## config.mk

```make
export PLATFORM = sky130hd
export DESIGN_NAME = frame_obj_scheduler
export DESIGN_NICKNAME = d
export VERILOG_FILES = /design/src/rtl/tank_pkg.sv /design/src/rtl/rr_arbiter2.sv /design/src/rtl/frame_obj_scheduler.sv
export SDC_FILE = /design/constraint.sdc
export NUM_CORES = 1
export LEC_CHECK = 0
export BUFFER_PORTS_ARGS = -buffer_cell sky130_fd_sc_hd__buf_2
export CAP_MARGIN = 10
export CORE_ASPECT_RATIO = 1.1
export CORE_MARGIN = 2
export CORE_UTILIZATION = 30
export CTS_CLUSTER_SIZE = 20
export DETAILED_ROUTE_END_ITERATION = 12
export GPL_TIMING_DRIVEN = 0
export PLACE_DENSITY = 0.59
export SLEW_MARGIN = 20
export SYNTH_ARGS = -nofsm -noshare
export SYNTH_HDL_FRONTEND = slang
export SYNTH_SLANG_ARGS = --single-unit
```

## constraint.sdc

```tcl
create_clock -name Clk -period 5.52 [get_ports Clk]
set_input_delay 0 -clock Clk [delete_from_list [all_inputs] [get_ports Clk]]
set_output_delay 0 -clock Clk [all_outputs]
set_load 0.05 [all_outputs]
```

## src/rtl/tank_pkg.sv

```systemverilog
// Shared types, default screen geometry and the coordinate clamp used by
// the tank position scheduler.
package tank_pkg;

  typedef logic [9:0] coord_t;

  typedef enum logic [1:0] {
    ACCEPT = 2'd0,
    LOCK   = 2'd1,
    COMMIT = 2'd2
  } sched_state_t;

  localparam coord_t H_ACTIVE_DEF = 10'd640;
  localparam coord_t V_ACTIVE_DEF = 10'd480;
  localparam coord_t OBJ_SIZE_DEF = 10'd4;

  // Unsigned clamp: an underflowed mover (e.g. 10'h3FF) lands on the high bound.
  function automatic coord_t clampCoord(input coord_t value, input coord_t lo, input coord_t hi);
    coord_t result;
    if (value < lo) begin
      result = lo;
    end else if (value > hi) begin
      result = hi;
    end else begin
      result = value;
    end
    return result;
  endfunction

endpackage

```

## src/rtl/rr_arbiter2.sv

```systemverilog
// Two-way round-robin arbiter. Grants at most one requester per cycle and
// flips its pointer after every grant, so contention alternates.
module rr_arbiter2 (
  input  logic       Clk,
  input  logic       Reset,
  input  logic [1:0] req,
  output logic [1:0] gnt
);

  logic r_ptr;

  // A lone requester always wins; on contention the pointer picks the winner.
  always_comb begin
    gnt = 2'b00;
    case (req)
      2'b01:   gnt = 2'b01;
      2'b10:   gnt = 2'b10;
      2'b11:   gnt = r_ptr ? 2'b10 : 2'b01;
      default: gnt = 2'b00;
    endcase
  end

  // Toggle the pointer each time a grant is issued.
  always_ff @(posedge Clk or posedge Reset) begin
    if (Reset) begin
      r_ptr <= 1'b0;
    end else if (|gnt) begin
      r_ptr <= ~r_ptr;
    end
  end

endmodule

```

## src/rtl/frame_obj_scheduler.sv

```systemverilog
// Frame-synchronous tank position scheduler. The two movement controllers
// write clamped positions into shadow registers through a round-robin
// arbiter; the shadows are copied to the active (displayed) positions once
// per vsync, so a frame never shows a half-updated pair.
// Optional build macro: PRIO_ROTATE_EN -- when defined, the overlap draw
// priority alternates every frame; otherwise tank 0 is always on top.
module frame_obj_scheduler
  import tank_pkg::*;
#(
  parameter coord_t OBJ_SIZE = OBJ_SIZE_DEF,
  parameter coord_t H_ACTIVE = H_ACTIVE_DEF,
  parameter coord_t V_ACTIVE = V_ACTIVE_DEF,
  parameter coord_t INIT_X0  = 10'd160,
  parameter coord_t INIT_Y0  = 10'd240,
  parameter coord_t INIT_X1  = 10'd480,
  parameter coord_t INIT_Y1  = 10'd240
) (
  input  logic             Clk,
  input  logic             Reset,
  input  logic             frame_clk,
  input  logic [1:0]       upd_valid,
  input  coord_t [1:0]     upd_X,
  input  coord_t [1:0]     upd_Y,
  output logic [1:0]       upd_ready,
  output coord_t           BallX1,
  output coord_t           BallY1,
  output coord_t           BallX2,
  output coord_t           BallY2,
  output logic             prio_sel,
  output logic [15:0]      frame_cnt
);

  localparam coord_t X_MAX = coord_t'(H_ACTIVE - 10'd1 - OBJ_SIZE);
  localparam coord_t Y_MAX = coord_t'(V_ACTIVE - 10'd1 - OBJ_SIZE);

  logic         r_sync1;
  logic         r_sync2;
  logic         r_syncPrev;
  logic         w_framePulse;
  sched_state_t r_state;
  coord_t       r_shadowX [2];
  coord_t       r_shadowY [2];
  coord_t       r_activeX [2];
  coord_t       r_activeY [2];
  logic [15:0]  r_frameCnt;
  logic [1:0]   w_req;
  logic [1:0]   w_gnt;

  // Bring vsync into the Clk domain and remember the previous level for edge detection.
  always_ff @(posedge Clk or posedge Reset) begin
    if (Reset) begin
      r_sync1    <= 1'b0;
      r_sync2    <= 1'b0;
      r_syncPrev <= 1'b0;
    end else begin
      r_sync1    <= frame_clk;
      r_sync2    <= r_sync1;
      r_syncPrev <= r_sync2;
    end
  end

  assign w_framePulse = r_sync2 & ~r_syncPrev;

  // Requests are only eligible while accepting, and never while reset is held.
  assign w_req     = upd_valid & {2{(r_state == ACCEPT) && !Reset}};
  assign upd_ready = w_gnt;

  rr_arbiter2 u_arb (
    .Clk   (Clk),
    .Reset (Reset),
    .req   (w_req),
    .gnt   (w_gnt)
  );

  // The granted requester's clamped position overwrites its shadow; later writes win.
  always_ff @(posedge Clk or posedge Reset) begin
    if (Reset) begin
      r_shadowX[0] <= INIT_X0;
      r_shadowY[0] <= INIT_Y0;
      r_shadowX[1] <= INIT_X1;
      r_shadowY[1] <= INIT_Y1;
    end else begin
      for (int i = 0; i < 2; i++) begin
        if (w_gnt[i]) begin
          r_shadowX[i] <= clampCoord(upd_X[i], OBJ_SIZE, X_MAX);
          r_shadowY[i] <= clampCoord(upd_Y[i], OBJ_SIZE, Y_MAX);
        end
      end
    end
  end

`ifdef PRIO_ROTATE_EN
  logic r_prio;
  assign prio_sel = r_prio;
`else
  assign prio_sel = 1'b0;
`endif

  // Scheduler: accept writes, freeze one cycle on vsync, then commit shadows to the display.
  always_ff @(posedge Clk or posedge Reset) begin
    if (Reset) begin
      r_state      <= ACCEPT;
      r_activeX[0] <= INIT_X0;
      r_activeY[0] <= INIT_Y0;
      r_activeX[1] <= INIT_X1;
      r_activeY[1] <= INIT_Y1;
      r_frameCnt   <= 16'd0;
`ifdef PRIO_ROTATE_EN
      r_prio       <= 1'b0;
`endif
    end else begin
      case (r_state)
        ACCEPT: begin
          if (w_framePulse) begin
            r_state <= LOCK;
          end
        end
        LOCK: begin
          r_state <= COMMIT;
        end
        COMMIT: begin
          r_activeX[0] <= r_shadowX[0];
          r_activeY[0] <= r_shadowY[0];
          r_activeX[1] <= r_shadowX[1];
          r_activeY[1] <= r_shadowY[1];
          r_frameCnt   <= r_frameCnt + 16'd1;
`ifdef PRIO_ROTATE_EN
          r_prio       <= ~r_prio;
`endif
          r_state      <= ACCEPT;
        end
        default: begin
          r_state <= ACCEPT;
        end
      endcase
    end
  end

  assign BallX1    = r_activeX[0];
  assign BallY1    = r_activeY[0];
  assign BallX2    = r_activeX[1];
  assign BallY2    = r_activeY[1];
  assign frame_cnt = r_frameCnt;

endmodule
```

Word level (Yosys, flattened, before mapping)
Cells that the tools add are included.
Operators by class
  add/sub/neg operators: 1
  order comparisons: 8
  eq/ne operators: 6
  muxes and demuxes: 12
  bitwise gates (word level): 4
  reductions and logical operators: 4
Operator list (count)
  $mux 10: 8
  $lt 10x3->1 const B: 4
  $gt 10x10->1 const B: 2
  $gt 10x9->1 const B: 2
  $add 16x1->16 const B: 1
  $eq 2x2->1 const B: 3
  $pmux 2 s3: 1
  $eq 2x1->1 const B: 2
  $mux 2: 2
  $pmux 2 s2: 1
  $and 2x2->2: 1
  $logic_not 2->1: 1
  $ne 2x2->1 const B: 1
  $not 1->1: 2
  $reduce_or 2->1: 1
  $and 1x1->1: 1
  $logic_and 1x1->1: 1
  $logic_not 1->1: 1
Storage, ports and cells
  register bits after elaboration: 102
  bits of input ports: 45
  output and inout port bits: 59
  logic and storage cells: 49

Longest topological paths before layout
  depth in word-level cells: 6
  mapped depth: 6
  mapped depth without buffers: 5

By module
Synthesis repeated with hierarchy kept, for this count alone.
Unflattened totals
  cell total of the unflattened synthesis: 405
  area, all modules: 4184.0 µm²
By module, submodules not included
  frame_obj_scheduler: instances 1, cells each 398, area each 4121.5 µm², seq. area each 2562.5 µm²
  rr_arbiter2: instances 1, cells each 7, area each 62.6 µm², seq. area each 25.0 µm²

Worst setup path before layout
No wires, ideal clock.
  kind: reg-to-reg
  start point: reg r_frameCnt[4], in the netlist frame_cnt[4]
  end point: reg r_frameCnt[13], in the netlist frame_cnt[13]
  arrival time: 1.694 ns
  data required time: 5.379 ns
  slack: 3.685 ns
  cell stages (with the launch flop): 5
  path through: dfrtp_1 -> nand4_1 -> nor4_1 -> nand3_1 -> xnor2_1
Between the ends
  word-level cells in the longest chain between the ends: 1
RTL lines
  from (decl): RTL line frame_obj_scheduler.sv:45  | logic [15:0] r_frameCnt;
  from (signal assigned): RTL line frame_obj_scheduler.sv:126  | r_frameCnt <= r_frameCnt + 16'd1;
  $add 16x1->16: RTL line frame_obj_scheduler.sv:126
Every way passes these cells.
A chain may end at the register's enable or synchronous reset.

Worst setup path in the final report
  start point: reg r_state[1]
  end point: reg r_shadowY[5] in the netlist's numbering
Between the ends
  word-level cells in the longest chain between the ends: 5
  elaborated cells on any way between the ends: 7
RTL lines
  from (decl): RTL line frame_obj_scheduler.sv:40  | sched_state_t r_state;
  from (signal assigned): RTL line frame_obj_scheduler.sv:102  | r_state <= ACCEPT;
  from (signal assigned): RTL line frame_obj_scheduler.sv:115  | r_state <= LOCK;
  from (signal assigned): RTL line frame_obj_scheduler.sv:119  | r_state <= COMMIT;
  $logic_not 2->1 *: RTL line frame_obj_scheduler.sv:65  | assign w_req = upd_valid & {2{(r_state == ACCEPT) && !Reset}};
  $logic_and 1x1->1 *: RTL line frame_obj_scheduler.sv:65
  $and 2x2->2 *: RTL line frame_obj_scheduler.sv:65
  $eq 2x2->1 / $eq 2x1->1 (equally long branches): RTL line rr_arbiter2.sv:15  | case (req)
  $pmux 2 s3 *: RTL line rr_arbiter2.sv:15
  to (signal, indexed assignment): RTL line frame_obj_scheduler.sv:86  | r_shadowY[i] <= clampCoord(upd_Y[i], OBJ_SIZE, Y_MAX);
  to (decl): RTL line frame_obj_scheduler.sv:42  | coord_t r_shadowY [2];
Every way passes the cells marked *; elsewhere a longest branch is shown, timed or not.

==> out/results.txt <==
In this run, post-CTS hold repair placed 40 buffers. After synthesis, the share of cell area in mux cells is 0%. By count the netlist is led by 181 x nand2_1, 74 x dfrtp_1, 28 x dfstp_2. The run gives 44 as the distinct cell type count of the synthesized netlist. Of the post-synthesis cell area, the dominant cell type holds 43.4%. The run gives 72 as the largest net degree at the start of global routing. Clock tree synthesis inserted a total of 9 buffers.

For the number of max-slew violations in the final report, the log shows 0. The synthesized netlist net count was 488. The worst setup path is of the register to register kind. The xor and xnor fraction of the mapped netlist area works out to 3.29%. Cells with a size suffix above 1 make up 26.5% of the layout. By area the synthesized netlist is led by dfrtp_1 43%, dfstp_2 17%, nand2_1 16%, xnor2_1 2.3%, o21ai_0 1.8%. For the core footprint, the log shows 13900 µm².

For the worst-skew pair, the clock arrives at the later sink with an insertion delay of 0.34 ns. For the final number of setup-violating endpoints, the log shows 0. The number of buffers inserted by port buffering works out to 100.

The synthesized instance count is 442, and the placer congestion estimate is 0.824. Summing the areas of all compound-gate instances in the mapped netlist gives 6.34% of the synthesized area. The fraction of the cycle the final worst path needs is 40.5%, and the cell count after placement is 731. Setup slack on the worst reg-to-reg path comes out at 3.28 ns. For the pin with the worst max-slew slack, the measured transition is 0.606 ns. The DRC violation count after routing was 0; the vias after detailed routing was 3591. Die outline area: 15200 µm². The capture point of the critical path was r_shadowY[5].

The level count of the clock H-tree is 3. Setup repair after global routing left no endpoint under its margin. For the remaining global-route overflow, the log shows 0. The maximum operating frequency is 447 MHz, and the required time of the critical path is 5.80 ns. In this run the power density over the cells is 479 nW/µm².

Clock-pin slew was measured on the worst setup and hold paths at 0.07 ns. The worst supply voltage drop on vdd came out at 0.216 mV. The tools report the endpoint class of the critical path as a register. The floorplan has 45 rows.

The die span in x was 118 µm; the total detailed-routing wirelength was 10.7 mm. At the end of the flow, the number of nets in the layout was 640. The vertical die dimension is 129 µm. On the final layout, the worst clock skew is 0.00620 ns. Counting flops with an async set or reset pin after synthesis yields a share of 100%. Once detail routing completed, the nets flagged for antenna violations numbered 0. The post-synthesis register bit count is 102, and the part of the Yosys area used for sequential elements is 60.7%. After detailed routing, the number of vias per cell comes to 4.56. In the final routed layout, each cell accounts on average for 13.6 µm. The count of endpoints failing hold in the final timing report was 0. The detailed placement HPWL was 7.34 mm; the simple-gate area share of the yosys netlist was 26.2%. The synthesized netlist occupies a cell area of 4260 µm². For the buffer depth of the longest clock path, the log shows 2. Data on the critical path arrives at its endpoint at 2.52 ns. After Yosys synthesis, full adders, half adders and majority gates account for 0.293% of the synthesized area. In this run, the number of DRC markers left after iteration 0 of detailed routing was 226.

For the global router's overall resource usage, the log shows 14.7%. The worst hold path belongs to the class input pin to register. 0 antenna diodes ended up in the layout. Post-CTS repair changed the size of 0 cells. The critical path starts at r_state[1].

In this run the critical register-to-register path is launched from r_state[1]. The count of flip-flops with a built-in enable after synthesis is 0. The worst setup path is launched from a register. The tools report the top-level I/O count as 104. The flow ran to the end, and the final reports show no timing, DRC or antenna violations. The synthesis-to-finish area growth was 35.0%. Along the worst path, the maximum fanout reaches 8.

The analysis attributes to cell leakage a power of 2.88 nW. The mean instance size in the synthesized netlist works out to 9.65 µm². Flip-flop cell with the highest count after synthesis: dfrtp_1.

The tools report the accumulated negative setup slack as 0 ns. The tree is rooted in a clkbuf_16. Summed over all instances, the cell type with the most area after synthesis is dfrtp_1. The tool flagged a number of max-cap violations equal to 0. The cell area after placement is 5030 µm², and the number of global-route vias before repair is 3611.

The tools report the initial antenna violation count as 0. Counting every sink on the clock net gives 102. End of the worst register-to-register path: r_shadowY[5].

The layout has 1406 filler cells. The end-of-flow core utilization came out at 41.6%. Measured against its own limit, the worst slew margin works out to 59.3%.

After routing the design area is 5760 µm². For the filler-free cell count of the finished design, the log shows 787. TritonCTS built the clock tree. The yosys synthesis warning count is 0, and the worst reg-to-reg path cell count is 7. The first global-routing pass estimated 17.8 mm of wire.

The effective utilization at floorplan is 30.8%. By area, the combinational part of the netlist is dominated by simple AND/OR/NAND/NOR gates. Once the clock tree was built, the setup fixing pass inserted 0 buffers. The worst path in the final design needs a cycle of 2.24 ns, including I/O delays and setup. In the post-synthesis netlist, the cell with the most instances is nand2_1.

Before antenna repair, the detailed router went through 4 iterations.
-- worst max-delay path, stage by stage (launching register included) --
cell and delay (ns):
dfrtp_1 0.43, or3_4 0.42, or3_1 0.37, buf_6 0.16, clkinv_8 0.07, nand4b_1 0.09
dlygate4sd3_1 0.57, nand2_1 0.07
-- placed cells by master, fill, tap and decap left out, types with 3 or more instances in the layout --
cell type | synthesis | final
clkinv_2 | 0 | 3
clkbuf_16 | 0 | 9
o31ai_1 | 4 | 4
nand4_1 | 4 | 4
nor2_1 | 18 | 18
o21ai_2 | 3 | 3
nand2b_1 | 4 | 4
nor4_1 | 8 | 8
nand3_1 | 12 | 12
dfstp_2 | 28 | 28
dfrtp_1 | 74 | 74
and4_1 | 3 | 3
dlygate4sd3_1 | 0 | 40
nor3_1 | 6 | 6
o21ai_1 | 7 | 7
nand2_1 | 181 | 181
and3_1 | 3 | 3
xor2_1 | 5 | 5
xnor2_1 | 11 | 11
buf_2 | 0 | 100
buf_6 | 3 | 3
clkbuf_1 | 13 | 13
inv_1 | 6 | 5
o21ai_0 | 15 | 15
-- how the worst min path moves through the flow --
stage / from / to / slack, ns / depth (start not counted)
CTS: upd_Y[9] / r_shadowY[17] / 0.02 / 3
global placement: frame_clk / r_sync1 / 0.13 / 1
detailed placement: Reset / frame_cnt[2] / 0.02 / 2
floorplan: frame_clk / r_sync1 / 0.03 / 0
finish: upd_Y[9] / r_shadowY[17] / 0.04 / 3
global route: upd_Y[12] / r_shadowY[2] / 0.04 / 3
-- through the flow --
step	power (mW)	hold WS [ns]	setup WS, ns
final	2.76	0.0400	3.28
after floorplan	1.83	0.0314	2.89
after CTS	2.79	0.0209	3.30
after global placement	2.05	0.125	1.53
after detailed placement	2.07	0.0212	3.48
after global routing	2.92	0.0445	3.19
-- area by class of cell --
| cell class | count | area (µm²) | share of cell area [%] |
|---|---|---|---|
| sequential | 102 | 2590 | 45.0 |
| multi-input combinational | 315 | 1540 | 26.8 |
| timing repair buffer | 141 | 928 | 16.1 |
| clock buffer | 10 | 239 | 4.15 |
| tap | 188 | 235 | 4.09 |
| buffer | 18 | 93.8 | 1.63 |
| clock inverter | 6 | 83.8 | 1.46 |
| inverter | 7 | 43.8 | 0.761 |
-- layer usage --
metal | GRT usage, % | part of all wire [%]
met3 | 2.68 | 4.2
met5 | 0 | 0
met2 | 24.0 | 48
met1 | 19.0 | 46
met4 | 6.87 | 2.6
-- state kept, by name (all words and copies together), names as in the netlist --
name	count
r_shadowY	20
BallX1	10
r_shadowX	20
r_sync2	1
r_syncPrev	1
BallY1	10
BallY2	10
BallX2	10
r_state	2
u_arb.r_ptr	1
frame_cnt	16
r_sync1	1
-- where the power goes --
| group | total, mW | internal [mW] | switching [mW] |
|---|---|---|---|
| clock network | 0.688 | 0.409 | 0.279 |
| registers | 1.15 | 1.02 | 0.133 |
| logic | 0.914 | 0.236 | 0.678 |
| total | 2.76 | 1.67 | 1.09 |
-- cell families after synthesis --
| group | after synthesis |
|---|---|
| and+or+nand+nor | 256 |
| DFF | 102 |
| AOI/OAI and AO/OA | 41 |
| buffers and inverters | 25 |
| xor gates and xnor gates | 16 |
| adders and majority gates | 1 |
| other | 1 |
(Power assumes the default switching activity.)
